==> src/rtl/chan_send_arbiter_if.sv <==
// Grant handshake between the channel send arbiter (master) and the packet sender (slave),
// together with the per-channel FIFO non-empty flags feeding arbitration.
interface chan_send_arbiter_if #(
    parameter int CHANNEL_BIT = 1
);
    localparam int CHANNEL = 1 << CHANNEL_BIT;

    logic [CHANNEL-1:0]     req;
    logic                   grant_valid;
    logic [CHANNEL_BIT-1:0] grant_chan;
    logic                   grant_take;

    modport master (
        input  req,
        input  grant_take,
        output grant_valid,
        output grant_chan
    );

    modport slave (
        output req,
        output grant_take,
        input  grant_valid,
        input  grant_chan
    );
endinterface

==> src/rtl/chan_send_arbiter.sv <==
// Priority/aging scheduler sharing one serial send path among the outbound channel FIFOs.
// Offers one grant at a time; skipped channels age and get promoted up to PRIO_MAX.
module chan_send_arbiter #(
    parameter int                                CHANNEL_BIT      = 1,
    parameter logic [5*(1<<CHANNEL_BIT)-1:0]     CHANNEL_PRIORITY = {(1 << CHANNEL_BIT){5'd8}},
    parameter int                                AGE_LIMIT        = 7,
    parameter int                                PRIO_MAX         = 15
) (
    input  logic                            clk_i,
    input  logic                            rst_i,
    chan_send_arbiter_if.master             bus,
    input  logic                            cfg_we_i,
    input  logic [CHANNEL_BIT-1:0]          cfg_chan_i,
    input  logic [4:0]                      cfg_prio_i,
    output logic [5*(1<<CHANNEL_BIT)-1:0]   cur_prio_o
);
    localparam int         CHANNEL     = 1 << CHANNEL_BIT;
    localparam logic [2:0] AGE_LIMIT_C = 3'(AGE_LIMIT);
    localparam logic [4:0] PRIO_MAX_C  = 5'(PRIO_MAX);

    typedef enum logic [1:0] {
        ARB   = 2'd0,
        OFFER = 2'd1,
        COOL  = 2'd2
    } state_e;

    state_e                 state_q;
    logic                   grant_valid_q;
    logic [CHANNEL_BIT-1:0] grant_chan_q;
    logic [4:0]             base_q [CHANNEL];
    logic [4:0]             prio_q [CHANNEL];
    logic [2:0]             age_q  [CHANNEL];
    logic [4:0]             base_d [CHANNEL];
    logic [4:0]             prio_d [CHANNEL];
    logic [2:0]             age_d  [CHANNEL];

    logic                   win_found_s;
    logic [CHANNEL_BIT-1:0] win_chan_s;
    logic [4:0]             win_prio_s;
    logic [2:0]             win_age_s;
    logic                   better_s;
    logic                   take_s;

    // Saturating promotion; a priority already at or above the ceiling is left alone.
    function automatic logic [4:0] promote(input logic [4:0] p);
        logic [4:0] r;
        if (p >= PRIO_MAX_C) begin
            r = p;
        end else begin
            r = p + 5'd1;
        end
        return r;
    endfunction

    assign bus.grant_valid = grant_valid_q;
    assign bus.grant_chan  = grant_chan_q;
    assign take_s          = (state_q == OFFER) && bus.grant_take;

    // Winner: highest priority, then oldest age, then lowest index (strict compare keeps lowest).
    always_comb begin
        win_found_s = 1'b0;
        win_chan_s  = '0;
        win_prio_s  = 5'd0;
        win_age_s   = 3'd0;
        better_s    = 1'b0;
        for (int j = 0; j < CHANNEL; j++) begin
            better_s    = bus.req[j] && (!win_found_s || (prio_q[j] > win_prio_s) ||
                          ((prio_q[j] == win_prio_s) && (age_q[j] > win_age_s)));
            win_found_s = win_found_s | better_s;
            win_chan_s  = better_s ? CHANNEL_BIT'(j) : win_chan_s;
            win_prio_s  = better_s ? prio_q[j] : win_prio_s;
            win_age_s   = better_s ? age_q[j] : win_age_s;
        end
    end

    // Next priority/age/base: take-time aging first, then a config write overrides prio and base.
    always_comb begin
        for (int j = 0; j < CHANNEL; j++) begin
            prio_d[j] = prio_q[j];
            age_d[j]  = age_q[j];
            base_d[j] = base_q[j];
            if (take_s && (grant_chan_q == CHANNEL_BIT'(j))) begin
                prio_d[j] = base_q[j];
                age_d[j]  = 3'd0;
            end else if (take_s && bus.req[j]) begin
                if (age_q[j] == AGE_LIMIT_C) begin
                    age_d[j]  = 3'd0;
                    prio_d[j] = promote(prio_q[j]);
                end else begin
                    age_d[j]  = age_q[j] + 3'd1;
                end
            end else begin
                age_d[j] = age_q[j];
            end
            if (cfg_we_i && (cfg_chan_i == CHANNEL_BIT'(j))) begin
                base_d[j] = cfg_prio_i;
                prio_d[j] = cfg_prio_i;
            end else begin
                base_d[j] = base_q[j];
            end
        end
    end

    // Grant FSM plus priority state; grant_chan stays frozen for the whole offer.
    always_ff @(posedge clk_i) begin
        if (rst_i) begin
            state_q       <= ARB;
            grant_valid_q <= 1'b0;
            grant_chan_q  <= '0;
            for (int j = 0; j < CHANNEL; j++) begin
                base_q[j] <= CHANNEL_PRIORITY[5*j +: 5];
                prio_q[j] <= CHANNEL_PRIORITY[5*j +: 5];
                age_q[j]  <= 3'd0;
            end
        end else begin
            base_q <= base_d;
            prio_q <= prio_d;
            age_q  <= age_d;
            case (state_q)
                ARB: begin
                    if (win_found_s) begin
                        grant_chan_q  <= win_chan_s;
                        grant_valid_q <= 1'b1;
                        state_q       <= OFFER;
                    end else begin
                        grant_valid_q <= 1'b0;
                        state_q       <= ARB;
                    end
                end
                OFFER: begin
                    if (bus.grant_take) begin
                        grant_valid_q <= 1'b0;
                        state_q       <= COOL;
                    end else if (!bus.req[grant_chan_q]) begin
                        grant_valid_q <= 1'b0;
                        state_q       <= ARB;
                    end else begin
                        grant_valid_q <= 1'b1;
                        state_q       <= OFFER;
                    end
                end
                COOL: begin
                    grant_valid_q <= 1'b0;
                    state_q       <= ARB;
                end
                default: begin
                    grant_valid_q <= 1'b0;
                    state_q       <= ARB;
                end
            endcase
        end
    end

    // Expose effective priorities straight from the registers.
    always_comb begin
        cur_prio_o = '0;
        for (int j = 0; j < CHANNEL; j++) begin
            cur_prio_o[5*j +: 5] = prio_q[j];
        end
    end
endmodule

==> src/flat_wrapper.sv <==
// flat-port wrapper written by rule: the top's interface ports become plain ports
module chan_send_arbiter_flat 
#(
    parameter int                                CHANNEL_BIT      = 1,
    parameter logic [5*(1<<CHANNEL_BIT)-1:0]     CHANNEL_PRIORITY = {(1 << CHANNEL_BIT){5'd8}},
    parameter int                                AGE_LIMIT        = 7,
    parameter int                                PRIO_MAX         = 15
)
  (clk_i, rst_i, cfg_we_i, cfg_chan_i, cfg_prio_i, cur_prio_o, bus_req, bus_grant_take, bus_grant_valid, bus_grant_chan);
  chan_send_arbiter_if #(.CHANNEL_BIT(CHANNEL_BIT)) bus_i ();
  input  logic clk_i;
  input  logic rst_i;
  input  logic cfg_we_i;
  input  logic [CHANNEL_BIT-1:0] cfg_chan_i;
  input  logic [4:0] cfg_prio_i;
  output logic [5*(1<<CHANNEL_BIT)-1:0] cur_prio_o;
  input wire logic [$bits(bus_i.req)-1:0] bus_req;
  input wire logic [$bits(bus_i.grant_take)-1:0] bus_grant_take;
  output wire logic [$bits(bus_i.grant_valid)-1:0] bus_grant_valid;
  output wire logic [$bits(bus_i.grant_chan)-1:0] bus_grant_chan;
  assign bus_i.req = bus_req;
  assign bus_i.grant_take = bus_grant_take;
  assign bus_grant_valid = bus_i.grant_valid;
  assign bus_grant_chan = bus_i.grant_chan;
  chan_send_arbiter #(.CHANNEL_BIT(CHANNEL_BIT), .CHANNEL_PRIORITY(CHANNEL_PRIORITY), .AGE_LIMIT(AGE_LIMIT), .PRIO_MAX(PRIO_MAX)) u_core (.clk_i(clk_i), .rst_i(rst_i), .bus(bus_i), .cfg_we_i(cfg_we_i), .cfg_chan_i(cfg_chan_i), .cfg_prio_i(cfg_prio_i), .cur_prio_o(cur_prio_o));
endmodule
==> config.mk <==
export PLATFORM = sky130hd
export DESIGN_NAME = chan_send_arbiter_flat
export DESIGN_NICKNAME = d
export VERILOG_FILES = /design/src/rtl/chan_send_arbiter_if.sv /design/src/rtl/chan_send_arbiter.sv /design/src/flat_wrapper.sv
export SDC_FILE = /design/constraint.sdc
export NUM_CORES = 1
export LEC_CHECK = 0
export BUFFER_PORTS_ARGS = -buffer_cell sky130_fd_sc_hd__buf_4
export CORE_UTILIZATION = 50
export DETAILED_ROUTE_END_ITERATION = 8
export PLACE_DENSITY = 0.82
export SLEW_MARGIN = 25
export SYNTH_ARGS = -nofsm -noshare
export SYNTH_HDL_FRONTEND = slang
export SYNTH_SLANG_ARGS = --single-unit
==> constraint.sdc <==
create_clock -name clk_i -period 2 [get_ports clk_i]
set_input_delay 0 -clock clk_i [delete_from_list [all_inputs] [get_ports clk_i]]
set_output_delay 0 -clock clk_i [all_outputs]
set_load 0.05 [all_outputs]
# Word-level counts from Yosys, hierarchy flattened
# Cells that the tools add are included.
dict set report totals {
  reg_bits 30
  in_bits 12
  word_cells 74
}
dict set report op_classes {
  add_sub_neg 4
  magnitude_cmp 5
  n_eq_ne 6
  n_mux 25
  bitwise 3
  n_reduce_logical 22
}
# op count
set ops {}
lappend ops {{two-way mux 5 bit} 11}
lappend ops {{nonzero test 3 bit} 4}
lappend ops {{adder 5 x 1 -> 5 bit, second input constant} 2}
lappend ops {{>= comparator 5 x 4 -> 1 bit, second input constant} 2}
lappend ops {{logical AND 1 bit} 9}
lappend ops {{two-way mux 3 bit} 3}
lappend ops {{two-way mux 1 bit} 8}
lappend ops {{adder 3 x 1 -> 3 bit, second input constant} 2}
lappend ops {{equality test 3 bit, second input constant} 2}
lappend ops {{!= test 3 x 2 -> 1 bit, second input constant} 2}
lappend ops {{AND reduction 3 bit} 2}
lappend ops {{equality test 5 bit} 1}
lappend ops {{> comparator 5 bit} 1}
lappend ops {{case mux 2 bit (2 select lines)} 1}
lappend ops {{OR reduction 2 bit} 2}
lappend ops {{> comparator 3 bit} 1}
lappend ops {{equality test 2 x 1 -> 1 bit, second input constant} 1}
lappend ops {{zero test 2 bit} 1}
lappend ops {{logical OR 1 bit} 2}
lappend ops {{less-than comparator 1 x 2 -> 1 bit, second input constant} 1}
lappend ops {{two-way mux 2 bit} 1}
lappend ops {{inverter 1 bit} 2}
lappend ops {{case mux 1 bit (2 select lines)} 1}
lappend ops {{AND reduction 2 bit} 1}
lappend ops {{other kinds (2)} 2}

# Depth between registers and ports, before layout
# Gate-level depths: netlist of run 1.
dict set report depth {
  word_depth 8
  ltp_mapped 8
  ltp_nobuf 7
}

# Worst setup path after synthesis of run 1
# Ideal clock, no wire load.
dict set report synth_path {
  path_type {reg2reg}
  from {reg u_core.prio_q, in the netlist u_core.cur_prio_o[6]}
  to {reg u_core.prio_q, in the netlist u_core.cur_prio_o[5]}
  setup_ns 0.087
  t_arrival_ns 2.161
  required_time_ns 1.913
  setup_slack_ns -0.248
  path_stages_with_launch 8
  n_path_buf 0
  synth_period_minus_slack_ns 2.248
  path_cell_list {dfxtp_1 -> ha_1 -> and3_1 -> ha_1 -> or3b_4 -> o311ai_4 -> o2111ai_1 -> o31ai_1}
}
dict set report synth_via {
  elab_chain_len 3
}
# item line
set synth_lines {}
lappend synth_lines {{from (decl)} chan_send_arbiter.sv:31} ;# logic [4:0] prio_q [CHANNEL];
lappend synth_lines {{from (signal, indexed assignment)} chan_send_arbiter.sv:112} ;# prio_q[j] <= CHANNEL_PRIORITY[5*j +: 5];
lappend synth_lines {{from (signal assigned)} chan_send_arbiter.sv:117} ;# prio_q <= prio_d;
lappend synth_lines {{>= comparator 5 x 4 -> 1 bit} chan_send_arbiter.sv:47} ;# if (p >= PRIO_MAX_C) begin
lappend synth_lines {{!= test 3 x 2 -> 1 bit (no line)} -}
lappend synth_lines {{AND reduction 3 bit (no line)} -}
# Every way passes these cells.
# A chain may end at the register's enable or synchronous reset.

# Final worst setup path of run 1
dict set report layout_path {
  from {reg u_core.prio_q, in the netlist u_core.cur_prio_o[5]}
  to {reg u_core.prio_q, in the netlist u_core.cur_prio_o[8]}
}
dict set report layout_via {
  elab_chain_len 6
}
# item line
set layout_lines {}
lappend layout_lines {{adder 5 x 1 -> 5 bit} chan_send_arbiter.sv:50} ;# r = p + 5'd1;
lappend layout_lines {{two-way mux 5 bit} chan_send_arbiter.sv:47}
lappend layout_lines {{two-way mux 5 bit} chan_send_arbiter.sv:86} ;# if (age_q[j] == AGE_LIMIT_C) begin
lappend layout_lines {{two-way mux 5 bit} chan_send_arbiter.sv:85} ;# end else if (take_s && bus.req[j]) begin
lappend layout_lines {{two-way mux 5 bit} chan_send_arbiter.sv:82} ;# if (take_s && (grant_chan_q == CHANNEL_BIT'(j))) begin
lappend layout_lines {{two-way mux 5 bit} chan_send_arbiter.sv:95} ;# if (cfg_we_i && (cfg_chan_i == CHANNEL_BIT'(j))) begin
# Several ways; a longest one is shown, not always the timed one. The select of a mux whose other input is x is not followed.

==> results of run 1 <==
-- power breakdown --
group	total (W)	switching (W)	leakage, nW	internal [W]
logic	0.000449	0.000262	0.672	0.000188
clock network	0.000353	0.000220	0.0310	0.000132
registers	0.000655	0.0000410	0.240	0.000614
total	0.00146	0.000523	0.943	0.000934
-- Yosys cell counts, types with 3 or more instances --
cell | n | area (µm²)
nor3_1 | 4 | 20.0
nor2_1 | 5 | 18.8
mux2i_1 | 3 | 30.0
clkbuf_1 | 8 | 30.0
and3_1 | 3 | 18.8
a211oi_1 | 5 | 37.5
ha_1 | 16 | 200
nor2b_1 | 4 | 25.0
a31oi_1 | 6 | 37.5
nand2_1 | 39 | 146
inv_1 | 6 | 22.5
a21oi_1 | 18 | 90.1
nand2b_1 | 3 | 18.8
o21ai_0 | 6 | 30.0
and2_1 | 4 | 25.0
o21ai_1 | 3 | 15.0
o211ai_1 | 8 | 60.1
dfxtp_1 | 29 | 581
-- what timing repair did --
| item | 4_1_cts | 5_1_grt |
|---|---|---|
| hold buffers | 6 | 0 |
| hold endpoints to repair | 15 | 0 |
| gates cloned | 0 | 1 |
| setup endpoints to repair | 4 | 10 |
| setup buffers | 1 | 1 |
| pin swaps | 1 | 5 |
| gates resized for setup | 2 | 11 |
-- cell usage in the layout (no fill, tap or decap), types with 3 or more instances in the layout --
cell type and instances:
nand2_1 39, buf_4 32, dfxtp_1 24, a21oi_1 18, ha_1 14, o211ai_1 8
inv_1 6, a31oi_1 6, dlygate4sd3_1 6, o21ai_0 5, a211oi_1 5, nor2_1 5
clkbuf_4 5, and2_1 4, nor2b_1 4, nor3_1 4, nand2b_1 3, mux2i_1 3
dfxtp_2 3
-- cells by family after synthesis --
family | Yosys count | synth area share (%)
AO/OA/AOI/OAI | 62 | 23.7
XOR/XNOR | 2 | 0.987
adder cells (fa/ha/maj) | 16 | 11.3
buffers and inverters | 18 | 4.02
flip-flops | 29 | 32.7
multiplexers | 5 | 2.96
AND/OR/NAND/NOR | 79 | 24.4
-- critical path, delay by kind of cell, from the launching register on --
family	cells	cell delay, ns
compound gates	2	0.52
fa+ha+maj	2	0.30
buf+inv	1	0.17
flops	1	0.37
simple gates	3	0.62
-- metrics by stage --
stage          cells  TNS, ns  setup slack (ns)  power [W]  hold slack (ns)
2_1_floorplan    211        0           0.00872   0.000934            0.117
3_3_place_gp     278        0            0.0268    0.00105            0.247
3_5_place_dp     278  -0.0666           -0.0385    0.00106            0.249
4_1_cts          293        0          0.000181    0.00142           0.0149
5_1_grt          295   -0.393            -0.108    0.00153           0.0296
6_report         295   -0.144           -0.0494    0.00146           0.0173
-- flip-flops by register name, indices dropped and copies added, names as in the netlist --
name and count:
u_core.base_q 10, u_core.cur_prio_o 10, u_core.age_q 6, u_core.state_q 2
u_core.bus.grant_chan 1
-- how the worst max path moves through the flow --
| stage | start | to | slack [ns] | cells past startpoint |
|---|---|---|---|---|
| after floorplan | u_core.cur_prio_o[5]$_SDFFE_PP0P_ | u_core.cur_prio_o[5]$_SDFFE_PP0P_ | 0.009 | 7 |
| after global placement | u_core.cur_prio_o[5]$_SDFFE_PP0P_ | u_core.cur_prio_o[5]$_SDFFE_PP0P_ | 0.03 | 7 |
| after detailed placement | u_core.cur_prio_o[5]$_SDFFE_PP0P_ | u_core.cur_prio_o[5]$_SDFFE_PP0P_ | -0.04 | 7 |
| after CTS | u_core.cur_prio_o[5]$_SDFFE_PP0P_ | u_core.cur_prio_o[5]$_SDFFE_PP0P_ | 0.0002 | 8 |
| after global routing | u_core.cur_prio_o[5]$_SDFFE_PP0P_ | u_core.cur_prio_o[9]$_SDFFE_PP0P_ | -0.11 | 8 |
| final | u_core.cur_prio_o[5]$_SDFFE_PP0P_ | u_core.cur_prio_o[8]$_SDFFE_PP1P_ | -0.05 | 8 |
-- area by class of cell --
cell class                 count  share of cell area [%]
clock buffer                   5                    1.65
clock inverter                 3                   0.770
inverter                       7                    1.15
multi-input combinational    164                    52.2
sequential                    29                    26.0
tap                           46                    2.53
timing repair buffer          41                    15.7
-- routing by layer --
layer	vias up	share of wire, %	track usage (%)
met5	-	0	0
met1	792	46	29.4
met3	17	3.5	5.67
li1	859	-	-
met4	0	3.2	8.57
met2	46	48	41.5
==> qor.yml, run 1 <==
cts:
  clk_latency_ns: 0.34
  cts_tree: "yes"
  clock-sinks: 29
  cts_made_buffers: 5
  clk_pin_slew_ns: 0.10
  clockRootBuffer: "clkbuf_4"
  cts.htree.levels: 2
  clock_path_buffers: 2
floorplan:
  die_area_um2: 3790
  die_w_um: 61.6
  die_h_um: 61.6
  start_util_pct: 52.8
  ios: 24
  placementRows: 21
  coreArea_um2: 3360
grt:
  overflow: 0
  antenna_found_initial: 0
  grt_pass1_vias: 1484
  grt_use_total_pct: 24.2
  grt_max_degree: 26
  grt_pass1_wl_um: 6690
sta:
  timing.slew.headroom_pct: 70.1
  drv_slew: 0
  period_share_pct: 102
  hold_violations: 0
  min_period_ns: 2.05
  layout_setup_ws_ns: -0.0494
  tightest_slew_ns: 0.446
  fmaxAchievable_ghz: 0.488
  rsz0062_at_grt: "yes"
  worst_clock_skew_ns: 0.00483
  setup_violations: 4
synth:
  netlist_instances: 211
  synth.avg_cell_area_um2: 8.41
  synth_edf_count: 0
  yosysSeqAreaShare_pct: 32.7
  synth_seq_cells: 29
  syn_nets: 239
  synth_area_um2: 1780
  synth_ff_type: "dfxtp_1"
  synthDistinctLibCells: 49
  async_flop_share_pct: 0
  yosys_warnings: 0
placement:
  dp_hpwl_um: 2980
  port-buffer-count: 23
  placed_area_um2: 2040
  gp_congestion: 0.795
cells_and_area:
  final_nets: 276
  nFillCells: 288
  multi_input_area_um2: 1190
  utilization_pct: 67.7
  seqCellArea_um2: 592
  area_delta_synth_final_pct: 28.2
  antenna_cells: 0
  stdcell_area_um2: 2280
  layout-drive-gt1-share_pct: 26.5
setup_path:
  cpPeakStageDelay_ns: 0.39
  critPathMaxFanout: 5
  slowest_stage: "or3b_4"
  crit_type: "reg2reg"
  critPathArrivalTime_ns: 2.31
  critPathRequiredTime_ns: 2.26
  ff2ff_path_depth: 8
  regToRegEndpoint: "u_core.cur_prio_o[8]$_SDFFE_PP1P_"
  crit_chain: "ha_4 -> and3_4 -> ha_4 -> or3b_4 -> o311ai_4 -> buf_12 -> nor3_1 -> a41oi_1"
  start_kind: "flop"
  rr_startpoint: "u_core.cur_prio_o[5]$_SDFFE_PP0P_"
  end_kind: "flop"
  r2r_setup_slack_ns: -0.05
  crit_top_cell: "ha_4"
routing:
  antenna_left: 0
  drtIter0Drc: 58
  via_per_inst: 5.81
  drt_drc_violations_left: 0
  vias: 1714
  wl_per_cell_um: 15.2
  drtPass1Iterations: 4
  routed_wl_um: 4480
job:
  maxCapViolations: 0
outcome:
  violations: "setup timing"
  status: "complete, but fails checks"
worst_hold_path:
  hold_path.class: "in2reg"
  hold_depth: 3
  holdPathEnd: "u_core.state_q[0]$_SDFF_PP0_"
  hold_start: "bus_grant_take"
power_and_ir_drop:
  power_density_nw_per_um2: 640
  ir_drop_uv: 459
  p_leak_nw: 0.943
Power figures use the tool's default switching activity.
==> inputs of run 2 (changes only) <==
CAP_MARGIN = 10   (was not set)
CELL_PAD_IN_SITES_DETAIL_PLACEMENT = 1   (was not set)
CELL_PAD_IN_SITES_GLOBAL_PLACEMENT = 2   (was not set)
CORE_UTILIZATION = 31   (was 50)
PLACE_DENSITY = 0.83   (was 0.82)
==> run 2 against run 1 <==
Effect of this change:
- the flow now finishes without violations
- non-clock buffer count shrank 2
- die area grew 59%
- critical path type unchanged
- worst hold slack gained 0.0014 ns
- cell area shrank 0.16%
==> qor.yml, run 2 (synthesized netlist as in run 1, its figures left out) <==
outcome:
  status: "complete, no violations"
sta:
  min_period_ns: 1.93
  timing.slew.headroom_pct: 73.8
  worst_clock_skew_ns: 0.00376
  tightest_slew_ns: 0.392
  hold_violations: 0
  setup_violations: 0
  layout_setup_ws_ns: 0.0667
  fin_hold_ws_ns: 0.0187
  drv_slew: 0
  fmaxAchievable_ghz: 0.517
  rsz0062_at_grt: "yes"
  period_share_pct: 96.7
cts:
  cts_made_buffers: 5
  clk_latency_ns: 0.28
  clk_pin_slew_ns: 0.06
  cts.htree.levels: 2
  clockRootBuffer: "clkbuf_8"
  clock_path_buffers: 2
  clock-sinks: 29
  cts_tree: "yes"
setup_path:
  critPathArrivalTime_ns: 2.12
  start_kind: "flop"
  rr_startpoint: "u_core.cur_prio_o[5]$_SDFFE_PP0P_"
  cpPeakStageDelay_ns: 0.37
  crit_type: "reg2reg"
  crit_chain: "ha_4 -> and3_4 -> ha_4 -> or3b_4 -> o311ai_4 -> buf_12 -> o2111ai_1 -> o31ai_1"
  end_kind: "flop"
  ff2ff_path_depth: 8
  r2r_setup_slack_ns: 0.07
  critPathMaxFanout: 10
  slowest_stage: "or3b_4"
  crit_top_cell: "ha_4"
  critPathRequiredTime_ns: 2.19
  regToRegEndpoint: "u_core.cur_prio_o[5]$_SDFFE_PP0P_"
grt:
  overflow: 0
  grt_pass1_vias: 1712
  grt_max_degree: 26
  antenna_found_initial: 0
  grt_use_total_pct: 17.8
  grt_pass1_wl_um: 8380
placement:
  port-buffer-count: 23
  gp_congestion: 0.756
  dp_slack_ns: -0.0662
  dp_hpwl_um: 3560
power_and_ir_drop:
  sw_frac_of_total_pct: 33.5
  p_int_w: 0.00103
  p_leak_nw: 0.935
  combPwrFrac_pct: 28.1
  ir_drop_uv: 362
  seqPwrFrac_pct: 41.8
  p_clk_share_pct: 30.0
  power_density_nw_per_um2: 685
  p_sw_w: 0.000522
floorplan:
  die_area_um2: 6030
  die_w_um: 77.7
  ios: 24
  coreArea_um2: 5510
  placementRows: 27
  start_util_pct: 32.2
  die_h_um: 77.7
routing:
  vias: 1683
  routed_wl_um: 4910
  via_per_inst: 5.28
  drtPass1Iterations: 2
  antenna_left: 0
  drt_drc_violations_left: 0
  drtIter0Drc: 26
  wl_per_cell_um: 15.4
cells_and_area:
  area_delta_synth_final_pct: 28.0
  final_nets: 274
  antenna_cells: 0
  final_cell_mix: "nand2_1, buf_4, dfxtp_1, a21oi_1, ha_1"
  final_common_cell: "nand2_1"
  utilization_pct: 41.3
  layout-drive-gt1-share_pct: 25.5
worst_hold_path:
  hold_start: "cfg_prio_i[2]"
  hold_depth: 3
  hold_path.class: "in2reg"
  holdPathEnd: "u_core.base_q[7]$_SDFFE_PP0P_"
job:
  maxCapViolations: 0
==> run 2: changes by cell type in the layout (fill, tap and decap cells not counted), sizes merged <==
| cell | change |
|---|---|
| buf | +2 |
| clkinvlp | -1 |
| dlygate4sd3 | -3 |
==> run 2: through the flow <==
step                total power [W]  area (µm²)  setup TNS (ns)  std cells
CTS                         0.00157        2250               0        319
floorplan                  0.000934        1790               0        211
global placement            0.00107        2100         -0.0357        307
detailed placement          0.00108        2100          -0.212        307
finish                      0.00156        2270               0        319
global route                0.00165        2270         -0.0269        319
==> run 2: repair_timing <==
action,in CTS,in global routing
setup endpoints to repair,5,9
pin swaps,1,2
endpoints found under the hold margin,5,0
hold buffers,3,0
gates resized for setup,3,4
setup buffers,1,0
==> run 2: worst max-delay path: cells and delay by family, from the launching register on <==
| family | cells | cell delay (ns) |
|---|---|---|
| AND/OR/NAND/NOR | 2 | 0.55 |
| flip-flops | 1 | 0.36 |
| adder cells (fa/ha/maj) | 2 | 0.31 |
| buffers and inverters | 1 | 0.17 |
| AO/OA/AOI/OAI | 3 | 0.45 |
==> run 2: final cells by class <==
type                            count  area, µm²
Fill cell                         658       3230
Multi-Input combinational cell    164       1170
Sequential cell                    29        592
Timing Repair Buffer               39        313
Tap cell                           72       90.1
Clock buffer                        6       72.6
Inverter                            7       26.3
Clock inverter                      2       10.0
==> run 2: worst max path at each step <==
| stage | start | end | slack [ns] | cells past startpoint |
|---|---|---|---|---|
| final | u_core.cur_prio_o[5]$_SDFFE_PP0P_ | u_core.cur_prio_o[5]$_SDFFE_PP0P_ | 0.07 | 8 |
| after global routing | u_core.cur_prio_o[5]$_SDFFE_PP0P_ | u_core.cur_prio_o[6]$_SDFFE_PP0P_ | -0.02 | 8 |
| after CTS | u_core.cur_prio_o[5]$_SDFFE_PP0P_ | u_core.cur_prio_o[5]$_SDFFE_PP0P_ | 0.006 | 8 |
| after detailed placement | u_core.cur_prio_o[5]$_SDFFE_PP0P_ | u_core.cur_prio_o[5]$_SDFFE_PP0P_ | -0.07 | 7 |
| after global placement | u_core.cur_prio_o[5]$_SDFFE_PP0P_ | u_core.cur_prio_o[5]$_SDFFE_PP0P_ | -0.02 | 7 |
| after floorplan | u_core.cur_prio_o[5]$_SDFFE_PP0P_ | u_core.cur_prio_o[5]$_SDFFE_PP0P_ | 0.009 | 7 |
==> run 2: per-layer routing <==
| layer | GRT usage [%] | part of all wire [%] | routed length [µm] | vias to the layer above |
|---|---|---|---|---|
| met3 | 3.53 | 2.4 | 119 | 6 |
| met4 | 5.09 | 1.2 | 59 | 0 |
| met2 | 29.1 | 48 | 2350 | 21 |
| met1 | 23.5 | 49 | 2380 | 807 |
| met5 | 0 | 0 | 0 | - |
| li1 | - | - | - | 849 |
==> run 2: power by group through the flow <==
stage	logic (W)	clock network [W]	registers [W]
2_1_floorplan	0.000192	0	0.000742
3_3_place_gp	0.000413	0	0.000661
3_5_place_dp	0.000419	0	0.000662
4_1_cts	0.000435	0.000482	0.000651
5_1_grt	0.000480	0.000512	0.000658
6_report	0.000438	0.000467	0.000651
